==> src/rtl/aes_req_arbiter.sv <==
// Round-robin arbiter that shares one AES core between two requesters.
// It skips the key load when the core already holds the winner's key, and aborts a job whose ciphertext never arrives.
module aes_req_arbiter #(
  parameter int TIMEOUT = 64,
  parameter int NREQ    = 2
) (
  input  logic                 clk,
  input  logic                 resetN,
  input  logic [NREQ-1:0]      rq_valid,
  input  logic [NREQ-1:0]      rq_newkey,
  input  logic [NREQ*128-1:0]  rq_key,
  input  logic [NREQ*128-1:0]  rq_pt,
  output logic [NREQ-1:0]      rq_ready,
  output logic [NREQ-1:0]      rsp_valid,
  input  logic [NREQ-1:0]      rsp_ack,
  output logic [127:0]         rsp_ct,
  output logic                 rsp_err,
  output logic                 key_valid,
  input  logic                 key_ready,
  output logic [127:0]         key_data,
  output logic                 pt_valid,
  input  logic                 pt_ready,
  output logic [127:0]         pt_data,
  input  logic                 ct_valid,
  output logic                 ct_ready,
  input  logic [127:0]         ct_data
);

  typedef enum logic [2:0] {IDLE, LOAD_KEY, SEND_PT, WAIT_CT, RETURN} state_e;

  localparam logic [6:0] CNT_LAST = 7'(TIMEOUT - 1);

  state_e       state_q, state_d;
  logic         grant_q, grant_d;
  logic         last_grant_q, last_grant_d;
  logic         owner_q, owner_d;
  logic         owner_vld_q, owner_vld_d;
  logic [127:0] key_q, key_d;
  logic [127:0] pt_q, pt_d;
  logic [127:0] ct_q, ct_d;
  logic         err_q, err_d;
  logic [6:0]   cnt_q, cnt_d;
  logic         win;
  logic         grant_en;

  function automatic logic [6:0] sat_inc(input logic [6:0] v);
    return (v == 7'h7f) ? v : v + 7'd1;
  endfunction

  // Prefer the requester that did not win last time; fall back to the other one.
  always_comb begin
    win = ~last_grant_q;
    if (!rq_valid[win]) win = last_grant_q;
  end

  assign grant_en = (state_q == IDLE) && (|rq_valid);

  always_comb begin
    state_d      = state_q;
    grant_d      = grant_q;
    last_grant_d = last_grant_q;
    owner_d      = owner_q;
    owner_vld_d  = owner_vld_q;
    key_d        = key_q;
    pt_d         = pt_q;
    ct_d         = ct_q;
    err_d        = err_q;
    cnt_d        = cnt_q;
    unique case (state_q)
      IDLE: begin
        if (grant_en) begin
          grant_d      = win;
          last_grant_d = win;
          key_d        = win ? rq_key[255:128] : rq_key[127:0];
          pt_d         = win ? rq_pt[255:128]  : rq_pt[127:0];
          if (owner_vld_q && (owner_q == win) && !rq_newkey[win]) state_d = SEND_PT;
          else                                                     state_d = LOAD_KEY;
        end
      end
      LOAD_KEY: begin
        if (key_ready) begin
          owner_d     = grant_q;
          owner_vld_d = 1'b1;
          state_d     = SEND_PT;
        end
      end
      SEND_PT: begin
        if (pt_ready) begin
          cnt_d   = '0;
          state_d = WAIT_CT;
        end
      end
      WAIT_CT: begin
        // A ciphertext arriving on the last allowed cycle still counts as a result.
        if (ct_valid) begin
          ct_d    = ct_data;
          err_d   = 1'b0;
          state_d = RETURN;
        end else if (cnt_q >= CNT_LAST) begin
          ct_d        = '0;
          err_d       = 1'b1;
          owner_vld_d = 1'b0;
          state_d     = RETURN;
        end else begin
          cnt_d = sat_inc(cnt_q);
        end
      end
      RETURN: begin
        if (rsp_ack[grant_q]) state_d = IDLE;
      end
      default: state_d = IDLE;
    endcase
  end

  always_ff @(posedge clk or negedge resetN) begin
    if (!resetN) begin
      state_q      <= IDLE;
      grant_q      <= 1'b0;
      last_grant_q <= 1'b1;
      owner_q      <= 1'b0;
      owner_vld_q  <= 1'b0;
      key_q        <= '0;
      pt_q         <= '0;
      ct_q         <= '0;
      err_q        <= 1'b0;
      cnt_q        <= '0;
    end else begin
      state_q      <= state_d;
      grant_q      <= grant_d;
      last_grant_q <= last_grant_d;
      owner_q      <= owner_d;
      owner_vld_q  <= owner_vld_d;
      key_q        <= key_d;
      pt_q         <= pt_d;
      ct_q         <= ct_d;
      err_q        <= err_d;
      cnt_q        <= cnt_d;
    end
  end

  // rq_ready is combinational on rq_valid, so it is also gated by reset directly.
  assign rq_ready  = {win, ~win} & {NREQ{grant_en & resetN}};
  assign rsp_valid = {grant_q, ~grant_q} & {NREQ{state_q == RETURN}};
  assign rsp_ct    = ct_q;
  assign rsp_err   = err_q;
  assign key_valid = (state_q == LOAD_KEY);
  assign key_data  = key_q;
  assign pt_valid  = (state_q == SEND_PT);
  assign pt_data   = pt_q;
  assign ct_ready  = (state_q == WAIT_CT);

endmodule

==> config.mk <==
export PLATFORM = sky130hd
export DESIGN_NAME = aes_req_arbiter
export DESIGN_NICKNAME = d
export VERILOG_FILES = /design/src/rtl/aes_req_arbiter.sv
export SDC_FILE = /design/constraint.sdc
export NUM_CORES = 1
export LEC_CHECK = 0
export BUFFER_PORTS_ARGS = -buffer_cell sky130_fd_sc_hd__buf_2
export CAP_MARGIN = 20
export CORE_AREA = 3 3 406 408
export DETAILED_ROUTE_END_ITERATION = 10
export DIE_AREA = 0 0 409 411
export GPL_TIMING_DRIVEN = 0
export HOLD_SLACK_MARGIN = 0.05
export PLACE_DENSITY = 0.33
export SLEW_MARGIN = 20
export SYNTH_ARGS = -nofsm -noshare
export SYNTH_HDL_FRONTEND = slang
export SYNTH_SLANG_ARGS = --single-unit
==> constraint.sdc <==
create_clock -name clk -period 2.5 [get_ports clk]
set_input_delay 0.5 -clock clk [delete_from_list [all_inputs] [get_ports clk]]
set_output_delay 0.5 -clock clk [all_outputs]
set_load 0.05 [all_outputs]
==> out/summary.txt <==
status -> finished, violations left
failing checks -> hold timing, setup timing
final max-slew violation count -> 0
Clk pwr share -> 17.4%
Gate power share -> 57.6%
initial antenna violation count -> 29
final hold violations -> 26
placed cell areas -> 24900 um^2
Synth async-reset ratio -> 100%
static leakage -> 14.2 nW
final std cells w/o fill -> 5375
post-synthesis average cell area -> 9.46 um^2
Die Width -> 409 um
final setup fails -> 2
Post-Syn Instances -> 1776
DIE HEIGHT -> 411 um
Reg area -> 9990 um^2
Reg power frac -> 25.1%
Synth-to-Final Area Change -> 76.6%
routed vias -> 19500
skew final -> 16.1 ps
routability cong. -> 0.850
hold_buf cts -> 254
sum of negative setup slack -> -90.2 ps
DRC -> 0
number of synthesis warnings -> 0
slew margin rel. -> 44.8%
Most used DFF post-synth -> dfrtp_1
I/O Pins -> 1043
leading area contributor after synthesis -> dfrtp_1
register bit count reported by yosys -> 399
Critical Path Sink Type -> output port
dpl ws -> -921 ps
Synth top cells by count -> nand2_1 (520), dfrtp_1 (398), nor2_1 (266)
GRT Total Usage -> 13.4%
Clock Pin Slew Worst Setup and Hold Paths -> 60 ps
Synth area leaders -> dfrtp_1 (59%), nand2_1 (12%), a31oi_1 (9.6%)
CORE AREA -> 162000 um^2
clk_lat worst skew -> 620 ps
CTS root buffer -> clkbuf_16
HP Class -> in2async
Mapped Nets -> 2428
fraction of layout cells with a size suffix above 1 -> 40.7%
number of fill cells -> 18400
critical path fanouts, max -> 4
Inserted Clock Buffers -> 53
vias in the first global route -> 20300
Synth top area share -> 59.3%
worst vdd ir -> 0.613 mV
Internal -> 21.0 mW
drt initial violations -> 1165
cell with the most instances after synthesis -> nand2_1
Max-cap violations -> 0
Crit path required time -> 2000 ps
Net count, final -> 3798
Antenna Nets Post-Route -> 0
FF-to-FF setup slack -> 90 ps
CP startpoint kind -> flip-flop
pin count of the biggest net entering global routing -> 83
Post-Layout Inst Area -> 29700 um^2
minimum clock period -> 2570 ps
CTS tree -> built
RSZ-0062 raised after global routing -> true
Syn Std Cell Area -> 16800 um^2
placed insts -> 4999
CTS Buffer Depth -> 3
WHS -> -71.3 ps
max frequency -> 0.390 GHz
GR Overflow Total -> 0
first-pass GRT wire length -> 161000 um
Initial Utilization -> 10.4%
type of the worst setup path -> reg2out
Worst Slack Setup Final -> -65.5 ps
IO Port Bufs -> 1042
fin crit share -> 103%
sequential area share after synthesis -> 59.5%
drt via density -> 3.62
post-DR wirelength/cell -> 22.1 um
Post-synth EDFFs -> 0
area of the multi-input gates -> 6140 um^2
H-tree levels -> 2
Sw Pwr -> 26.0 mW
Clock Sinks -> 399
first drt pass iteration count -> 5
power density over cell area -> 1580 nW/um^2
hpwl dp -> 95000 um
switching part of the total power -> 55.3%
Worst-Margin Slew -> 828 ps
CP arrival -> 2070 ps
Std-Cell Rows -> 148
Netlist cell types -> 43
final wirelength -> 119000 um
die area -> 168000 um^2
logic make-up (layout without fill, tap and decap cells):
logic type               Yosys count  in the layout  synth area share (%)
buffers and inverters            147           1559                  4.25
AO/OA/AOI/OAI                    417            417                  17.5
multiplexers                       3              3                 0.194
other                              0             12                     0
flip-flops                       399            399                  59.5
adder cells (fa/ha/maj)            1              1                0.0745
AND/OR/NAND/NOR                  809            809                  18.6
sequential cells by signal, summed over array words and instances (netlist names):
register and count:
pt_data 128, cnt_q 7, owner_vld_q 1, grant_q 1
owner_q 1, key_data 128, rsp_ct 128, rsp_err 1
state_q 3, last_grant_q 1
final timing paths:
check	start	endpoint	cells after the start
setup / recovery	last_grant_q	rq_ready[0]	5
hold / removal	resetN	pt_data[63]	2
setup reg to reg	last_grant_q	pt_data[19]	6
hold reg to reg	rsp_ct[94]	rsp_ct[94]	1
max in group asynchronous	resetN	key_data[82]	5
min in group clk	rq_pt[102]	pt_data[102]	3
what timing repair did:
| item | CTS | global route |
|---|---|---|
| setup endpoints to repair | 196 | 17 |
| hold endpoints to repair | 246 | 79 |
| buffers inserted | 12 | 4 |
| gates cloned | 0 | 1 |
| resized for setup | 64 | 16 |
| pin swaps | 4 | 2 |
per-stage QoR:
stage | utilization [%] | total power [mW] | hold slack (ps)
after global routing | 18.3 | 49.5 | -80.7
after floorplan | - | 28.8 | 204
after detailed placement | 15.4 | 38.5 | 411
final | 18.3 | 47.0 | -71.3
after global placement | 15.3 | 38.5 | 465
after CTS | 18.3 | 47.8 | -102
worst max-delay path, cell delays in order (launching register included):
cell and delay [ps]:
dfstp_2 570, and2_4 180, or2_4 220, buf_12 140, and3_4 180, buf_8 140
layer usage:
layer | up-vias | wire length (um) | global-route usage [%]
li1 | 8886 | - | -
met1 | 9716 | 50500 | 16.8
met2 | 749 | 58500 | 23.2
met3 | 127 | 6730 | 2.70
met4 | 6 | 2810 | 3.49
met5 | - | 46 | 0
power by group through the flow:
stage | combinational, mW | clock, mW | sequential (mW)
after floorplan | 6.94 | 0 | 21.9
after global placement | 26.7 | 0 | 11.8
after detailed placement | 26.7 | 0 | 11.8
after CTS | 27.6 | 8.50 | 11.8
after global routing | 28.6 | 8.73 | 12.1
final | 27.0 | 8.15 | 11.8
cell type report:
cell class | instances | share of cell area (%)
antenna | 12 | 0.101
buffer | 140 | 2.65
clock buffer | 79 | 5.41
clock inverter | 18 | 0.747
inverter | 3 | 0.0464
multi-input combinational | 1230 | 20.7
sequential | 399 | 33.7
tap | 2175 | 9.18
timing repair buffer | 1319 | 27.5
cell usage in the layout, fill, tap and decap left out, types with 2 or more instances in the layout:
| master | Yosys | final |
|---|---|---|
| nand2_1 | 520 | 519 |
| clkbuf_4 | 0 | 3 |
| clkinv_2 | 0 | 11 |
| diode_2 | 0 | 12 |
| and3_1 | 4 | 2 |
| bufinv_16 | 0 | 4 |
| o21ai_0 | 7 | 7 |
| inv_1 | 2 | 2 |
| a21boi_0 | 2 | 2 |
| buf_16 | 0 | 7 |
| a31oi_1 | 259 | 259 |
| dfrtp_2 | 0 | 2 |
| dfrtp_1 | 398 | 396 |
| clkbuf_16 | 0 | 56 |
| o21ai_1 | 3 | 3 |
| or4_1 | 2 | 2 |
| mux2_2 | 2 | 2 |
| buf_1 | 6 | 3 |
| a22o_1 | 128 | 128 |
| buf_8 | 0 | 3 |
| nand3_1 | 3 | 3 |
| clkbuf_1 | 24 | 21 |
| buf_12 | 0 | 5 |
| and3_4 | 0 | 2 |
| o21a_1 | 2 | 2 |
| clkbuf_8 | 0 | 16 |
| buf_2 | 109 | 1130 |
| buf_4 | 3 | 28 |
| clkbuf_2 | 0 | 12 |
| nor3b_1 | 3 | 2 |
| nor2_1 | 266 | 265 |
| nor2_4 | 0 | 2 |
| buf_6 | 2 | 3 |
| a21oi_1 | 8 | 8 |
| dlygate4sd3_1 | 0 | 251 |
(Power assumes the default switching activity.)
